$ cat src/rtl/spi_master_pkg.sv
// Shared definitions for the OPB SPI initiator: register offsets, field positions, FSM states.
package spi_master_pkg;

    localparam int LEN_W = 5;

    localparam logic [1:0] ADDR_CTRL   = 2'd0;
    localparam logic [1:0] ADDR_CLKDIV = 2'd1;
    localparam logic [1:0] ADDR_DATA   = 2'd2;
    localparam logic [1:0] ADDR_STATUS = 2'd3;

    localparam int CTRL_CS_SEL  = 0;
    localparam int CTRL_CS_HOLD = 1;
    localparam int CTRL_IRQ_EN  = 2;
    localparam int CTRL_LEN_LSB = 8;

    localparam int STAT_BUSY = 0;
    localparam int STAT_DONE = 1;
    localparam int STAT_WCOL = 2;

    typedef enum logic [2:0] {IDLE, SETUP, HIGH, LOW, HOLD} state_t;

endpackage

$ cat src/rtl/opb_spi_master_half_tick.sv
// Half-period timer: one-cycle tick after every D+1 enabled cycles, restarting whenever enable is low.
module spi_half_tick #(
    parameter int DIV_WIDTH = 16
) (
    input  logic                 OPB_CLK,
    input  logic                 OPB_RST,
    input  logic                 en,
    input  logic [DIV_WIDTH-1:0] div,
    output logic                 tick
);

    logic [DIV_WIDTH-1:0] cnt;

    assign tick = en && (cnt == div);

    // NOTE: sequential state uses non-blocking assignments so every flop samples pre-edge values.
    always_ff @(posedge OPB_CLK or posedge OPB_RST) begin
        if (OPB_RST)
            cnt <= '0;
        else if (!en || tick)
            cnt <= '0;
        else
            cnt <= cnt + DIV_WIDTH'(1);
    end

endmodule

$ cat src/rtl/opb_spi_master.sv
// OPB-mapped mode-0 SPI initiator for the two APP FPGA SPI buses (shared SCLK), up to 32 bits per transfer.
module opb_spi_master
    import spi_master_pkg::*;
#(
    parameter int DATA_WIDTH = 32,
    parameter int DIV_WIDTH  = 16
) (
    input  logic                  OPB_CLK,
    input  logic                  OPB_RST,
    input  logic [DATA_WIDTH-1:0] OPB_DI,
    output logic [DATA_WIDTH-1:0] OPB_DO,
    input  logic [31:0]           OPB_ADDR,
    input  logic                  SPI_RE,
    input  logic                  SPI_WE,
    output logic                  SPI_IRQ,
    output logic                  APP_FPGA_SPI_CLK,
    output logic                  APP_FPGA_SPI0_CS_N,
    output logic                  APP_FPGA_SPI1_CS_N,
    output logic                  APP_FPGA_SPI0_MOSI,
    output logic                  APP_FPGA_SPI1_MOSI,
    input  logic                  APP_FPGA_SPI0_MISO,
    input  logic                  APP_FPGA_SPI1_MISO
);

    state_t                state, state_nxt;
    logic [1:0]            reg_sel;
    logic                  wr, busy, start, tick, finish, miso, cs_act, mosi_bit;
    logic                  ctrl_sel, ctrl_hold, ctrl_irq, w_sel, w_hold;
    logic [LEN_W-1:0]      ctrl_len, bit_idx;
    logic [DIV_WIDTH-1:0]  clkdiv, w_div;
    logic [DATA_WIDTH-1:0] tx_sr, rx_sr, rd_data;
    logic                  last_bit, done, wcol, cs_held;
    logic                  unused_addr;

    assign reg_sel     = OPB_ADDR[3:2];
    assign unused_addr = ^{OPB_ADDR[31:4], OPB_ADDR[1:0]};
    // A simultaneous read wins; the write is dropped.
    assign wr     = SPI_WE && !SPI_RE;
    assign busy   = (state != IDLE);
    assign start  = wr && (reg_sel == ADDR_DATA) && !busy;
    assign finish = (state == HOLD) && tick;
    assign miso   = w_sel ? APP_FPGA_SPI1_MISO : APP_FPGA_SPI0_MISO;

    spi_half_tick #(.DIV_WIDTH(DIV_WIDTH)) u_half_tick (
        .OPB_CLK (OPB_CLK),
        .OPB_RST (OPB_RST),
        .en      (busy),
        .div     (w_div),
        .tick    (tick)
    );

    always_ff @(posedge OPB_CLK or posedge OPB_RST) begin
        if (OPB_RST) state <= IDLE;
        else         state <= state_nxt;
    end

    // NOTE: every always_comb output gets a default first so no path infers a latch.
    always_comb begin
        state_nxt = state;
        unique case (state)
            IDLE:    if (start) state_nxt = SETUP;
            SETUP:   if (tick)  state_nxt = HIGH;
            HIGH:    if (tick)  state_nxt = LOW;
            LOW:     if (tick)  state_nxt = last_bit ? HOLD : HIGH;
            HOLD:    if (tick)  state_nxt = IDLE;
            default: state_nxt = IDLE;
        endcase
    end

    always_comb begin
        rd_data = '0;
        unique case (reg_sel)
            ADDR_CTRL: begin
                rd_data[CTRL_CS_SEL]               = ctrl_sel;
                rd_data[CTRL_CS_HOLD]              = ctrl_hold;
                rd_data[CTRL_IRQ_EN]               = ctrl_irq;
                rd_data[CTRL_LEN_LSB +: LEN_W]     = ctrl_len;
            end
            ADDR_CLKDIV: rd_data[DIV_WIDTH-1:0] = clkdiv;
            ADDR_DATA:   rd_data = rx_sr;
            default: begin
                rd_data[STAT_BUSY] = busy;
                rd_data[STAT_DONE] = done;
                rd_data[STAT_WCOL] = wcol;
            end
        endcase
    end

    always_ff @(posedge OPB_CLK or posedge OPB_RST) begin
        if (OPB_RST) begin
            ctrl_sel <= 1'b0; ctrl_hold <= 1'b0; ctrl_irq <= 1'b0; ctrl_len <= '0;
            clkdiv   <= '0;   w_sel     <= 1'b0; w_hold   <= 1'b0; w_div    <= '0;
            tx_sr    <= '0;   rx_sr     <= '0;   bit_idx  <= '0;   last_bit <= 1'b0;
            done     <= 1'b0; wcol      <= 1'b0; cs_held  <= 1'b0; OPB_DO   <= '0;
        end else begin
            if (wr && reg_sel == ADDR_CTRL) begin
                ctrl_sel  <= OPB_DI[CTRL_CS_SEL];
                ctrl_hold <= OPB_DI[CTRL_CS_HOLD];
                ctrl_irq  <= OPB_DI[CTRL_IRQ_EN];
                ctrl_len  <= OPB_DI[CTRL_LEN_LSB +: LEN_W];
                if (!busy && !OPB_DI[CTRL_CS_HOLD]) cs_held <= 1'b0;
            end
            if (wr && reg_sel == ADDR_CLKDIV) clkdiv <= OPB_DI[DIV_WIDTH-1:0];
            if (wr && reg_sel == ADDR_STATUS && OPB_DI[STAT_WCOL]) wcol <= 1'b0;
            if (wr && reg_sel == ADDR_DATA && busy) wcol <= 1'b1;
            // The running transfer works only from the snapshot taken here.
            if (start) begin
                w_sel    <= ctrl_sel;
                w_hold   <= ctrl_hold;
                w_div    <= clkdiv;
                tx_sr    <= OPB_DI;
                rx_sr    <= '0;
                bit_idx  <= ctrl_len;
                last_bit <= 1'b0;
                done     <= 1'b0;
            end
            if (state == HIGH && tick) begin
                rx_sr <= {rx_sr[DATA_WIDTH-2:0], miso};
                if (bit_idx == '0) last_bit <= 1'b1;
                else               bit_idx  <= bit_idx - LEN_W'(1);
            end
            if (SPI_RE && reg_sel == ADDR_DATA) done <= 1'b0;
            if (finish) begin
                done    <= 1'b1;
                cs_held <= w_hold;
            end
            if (SPI_RE) OPB_DO <= rd_data;
        end
    end

    assign cs_act             = busy || cs_held;
    assign mosi_bit           = busy && tx_sr[bit_idx];
    assign APP_FPGA_SPI_CLK   = (state == HIGH);
    assign APP_FPGA_SPI0_CS_N = !(cs_act && !w_sel);
    assign APP_FPGA_SPI1_CS_N = !(cs_act && w_sel);
    assign APP_FPGA_SPI0_MOSI = mosi_bit && !w_sel;
    assign APP_FPGA_SPI1_MOSI = mosi_bit && w_sel;
    assign SPI_IRQ            = done && ctrl_irq;

endmodule

$ cat config.mk
export PLATFORM = sky130hd
export DESIGN_NAME = opb_spi_master
export DESIGN_NICKNAME = d
export VERILOG_FILES = /design/src/rtl/spi_master_pkg.sv /design/src/rtl/opb_spi_master_half_tick.sv /design/src/rtl/opb_spi_master.sv
export SDC_FILE = /design/constraint.sdc
export NUM_CORES = 1
export LEC_CHECK = 0
export ABC_AREA = 1
export BUFFER_PORTS_ARGS = -buffer_cell sky130_fd_sc_hd__buf_2
export CAP_MARGIN = 20
export CORE_MARGIN = 10
export CORE_UTILIZATION = 45
export DETAILED_ROUTE_END_ITERATION = 10
export GPL_TIMING_DRIVEN = 0
export HOLD_SLACK_MARGIN = 0.15
export PLACE_DENSITY = 0.7
export SYNTH_ARGS = -nofsm -noshare
export SYNTH_HDL_FRONTEND = slang
export SYNTH_SLANG_ARGS = --single-unit
$ cat constraint.sdc
create_clock -name OPB_CLK -period 6.1 [get_ports OPB_CLK]
set_input_delay 0.61 -clock OPB_CLK [delete_from_list [all_inputs] [get_ports OPB_CLK]]
set_output_delay 0.61 -clock OPB_CLK [all_outputs]
set_load 0.005 [all_outputs]
==> results.toml <==
[run_status]
run_status = "completed"

[floorplan]
initial_utilization = 0.462
die_height_um = 151
rows = 47
die-area_mm2 = 0.0228
ioPinCount = 108
die_w_um = 151
core_mm2 = 0.0167

[worst_setup_path]
path_max_fanout = 10
cp_cell_sequence = "inv_1 -> clkbuf_1 -> nand2_1 -> nand2_1 -> nand2_1 -> nand3_1 -> nand3_1 -> nand2_1 -> nand3_1 -> nor2_1 -> buf_2"
reg2reg_slack_ns = 4.06
cp-start-kind = "flip-flop"
cp-end-kind = "output pin"
required_ns = 5.49
crit_type = "flip-flop to output pin"
startpoint = "bit_idx[0]"
cp_slowest_cell = "dfrtp_1"
r2r_start = "bit_idx[0]"
worstReg2RegEnd = "bit_idx[2]"
rr_worst_depth = 9
cpMostUsedCell = "nand2_1"
critical-path-max-stage-delay_ns = 0.41
cp.arrival_ns = 2.43

[timing]
finalSetupViolCount = 0
fmaxAchievable_mhz = 329
fin_crit_sh = 0.498
fin_skew_ns = 0.0114
drv_slew = 0
final.min_clock_period_ns = 3.04
worst_pin_slew_ns = 0.692
finalHoldViolCount = 0
rsz0062_at_grt = "false"
slew_headroom = 0.539
tns_ns = 0

[clocking]
htree_levels = 4
cts_hold_buf = 0
cts.clk_slew.worst_paths_ns = 0.06
ctsResizeCount = 0
cts.path.max_buffers = 2
worstSkewPairLatency_ns = 0.43
cts.sinks = 166
root_buffer = "clkbuf_16"
cts_tree = "built"
cts_buffers = 17
cts_setup_buffers = 0

[final_layout]
layout-drive-gt1-share = 0.141
final_common_cell = "nand2_1"
area_growth_pct = 16.7
antenna_cells = 0
mostFrequentLayoutCells = "nand2_1 (285), dfrtp_1 (166), inv_1 (120), o21ai_0 (117), buf_2 (85)"
final_nets = 1126

[routing]
viasPerCell = 5.11
drc = 0
avgRoutedWirePerCell_um = 15.8
vias = 6544
ant_nets = 0
drt_wl_total_um = 20200
drt-initial-drc-count = 565
dr.pass1.iters = 6

[power_and_ir_drop]
p_total_uw = 3870
max-vdd-ir-drop_mv = 0.217
power.density_mw_per_mm2 = 430
leakage_uw = 0.00457

[yosys]
ys_types = 35
yosys.area.top_type = "dfrtp_1"
synth_edf_count = 0
yosys_register_bits = 166
netlist_instances = 952
yosys-top-cells-area = "dfrtp_1 (54%), nand2_1 (14%), o21ai_0 (7.6%)"
yosysTopAreaCellShare = 0.538
synth_area_per_cell_um2 = 8.11
async_flop_share = 1.00
synthFlopType = "dfrtp_1"
yosys_warnings = 0
ys_seq_area_frac = 0.538
synth_fp_nets = 1029
synth_area_mm2 = 0.00772

[place]
port_buffers = 77
dp_hpwl_um = 14800
gp_congestion = 0.892

[global_route]
grt_pass1_wl_um = 33000
antenna_found_initial = 0
grt_pass1_vias = 6354
gr-total-overflow = 0
grtUsageTotal = 0.183
grt_max_degree = 132

[hold_path]
hold_class = "primary input to async pin"

[job]
cap_violations = 0
## synth_stat cells, types with 5 or more instances
cell / instances
o22ai_1: 10
ha_1: 7
nand2_1: 285
o21ai_0: 117
o21ai_1: 10
nand3_1: 66
nor2_1: 44
nand3_2: 9
inv_2: 11
nor3_1: 13
xor2_1: 5
a22o_1: 6
buf_2: 8
a21oi_1: 16
clkbuf_1: 23
inv_1: 121
dfrtp_1: 166
## how the worst max path moves through the flow
| stage | cells after the start | end | slack [ns] |
|---|---|---|---|
| after detailed placement | 11 | APP_FPGA_SPI0_MOSI | 3.54 |
| final | 11 | APP_FPGA_SPI0_MOSI | 3.06 |
| after floorplan | 1 | OPB_DO[0] | 1.0 |
| after CTS | 11 | APP_FPGA_SPI0_MOSI | 3.07 |
| after global placement | 2 | OPB_DO[17] | -0.96 |
| after global routing | 11 | APP_FPGA_SPI1_MOSI | 2.77 |
## where the power goes
part           internal (uW)  switching (uW)
sequential              1460             248
combinational            405             677
clock                    635             449
total                   2500            1370
## flip-flops by register name, indices dropped and copies added, names as in the netlist
| name | cells |
|---|---|
| done | 1 |
| last_bit | 1 |
| ctrl_hold | 1 |
| ctrl_sel | 1 |
| cs_held | 1 |
| rx_sr | 32 |
| bit_idx | 5 |
| ctrl_len | 5 |
| wcol | 1 |
| OPB_DO | 32 |
| u_half_tick.cnt | 16 |
| tx_sr | 32 |
| ctrl_irq | 1 |
| clkdiv | 16 |
| w_sel | 1 |
| state | 3 |
| w_div | 16 |
| w_hold | 1 |
## stage by stage
step | utilization | worst slack (ns) | hold WS [ns] | instances | cell area, um^2
2_1_floorplan | - | 1.00 | 0.444 | 952 | 7720
3_3_place_gp | 0.502 | -0.956 | 0.462 | 1249 | 8380
3_5_place_dp | 0.504 | 3.54 | 0.462 | 1250 | 8410
4_1_cts | 0.539 | 3.07 | 0.157 | 1281 | 9010
5_1_grt | 0.539 | 2.77 | 0.170 | 1281 | 9010
6_report | 0.539 | 3.06 | 0.147 | 1281 | 9010
## kinds of logic after synthesis
group | after synthesis | share of synthesized area
AND/OR/NAND/NOR | 432 | 0.238
adder cells (fa/ha/maj) | 7 | 0.0113
XOR/XNOR | 6 | 0.00681
multiplexers | 1 | 0.00130
AO/OA/AOI/OAI | 168 | 0.117
flip-flops | 166 | 0.538
buffers and inverters | 172 | 0.0879
## cell type report
class	instances	area [um^2]
multi-input cells	614	2890
clock buffers	21	470
inverters	134	510
clock inverters	10	121
repair buffers	78	413
plain buffers	38	175
flip-flops and latches	166	4150
well taps	220	275
fillers	1596	7690
## layer usage
layer,GRT usage,vias up,part of all wire
li1,-,3215,-
met1,0.254,3132,0.48
met3,0.0358,24,0.049
met2,0.281,173,0.46
met5,0,-,0
met4,0.0602,0,0.016
## critical path: cells and delay by family (launching register included)
kind,cells,cell delay (ns)
flip-flops,1,0.41
buffers and inverters,3,0.77
AND/OR/NAND/NOR,8,0.81
No activity file was read; power rests on OpenSTA's default activity.
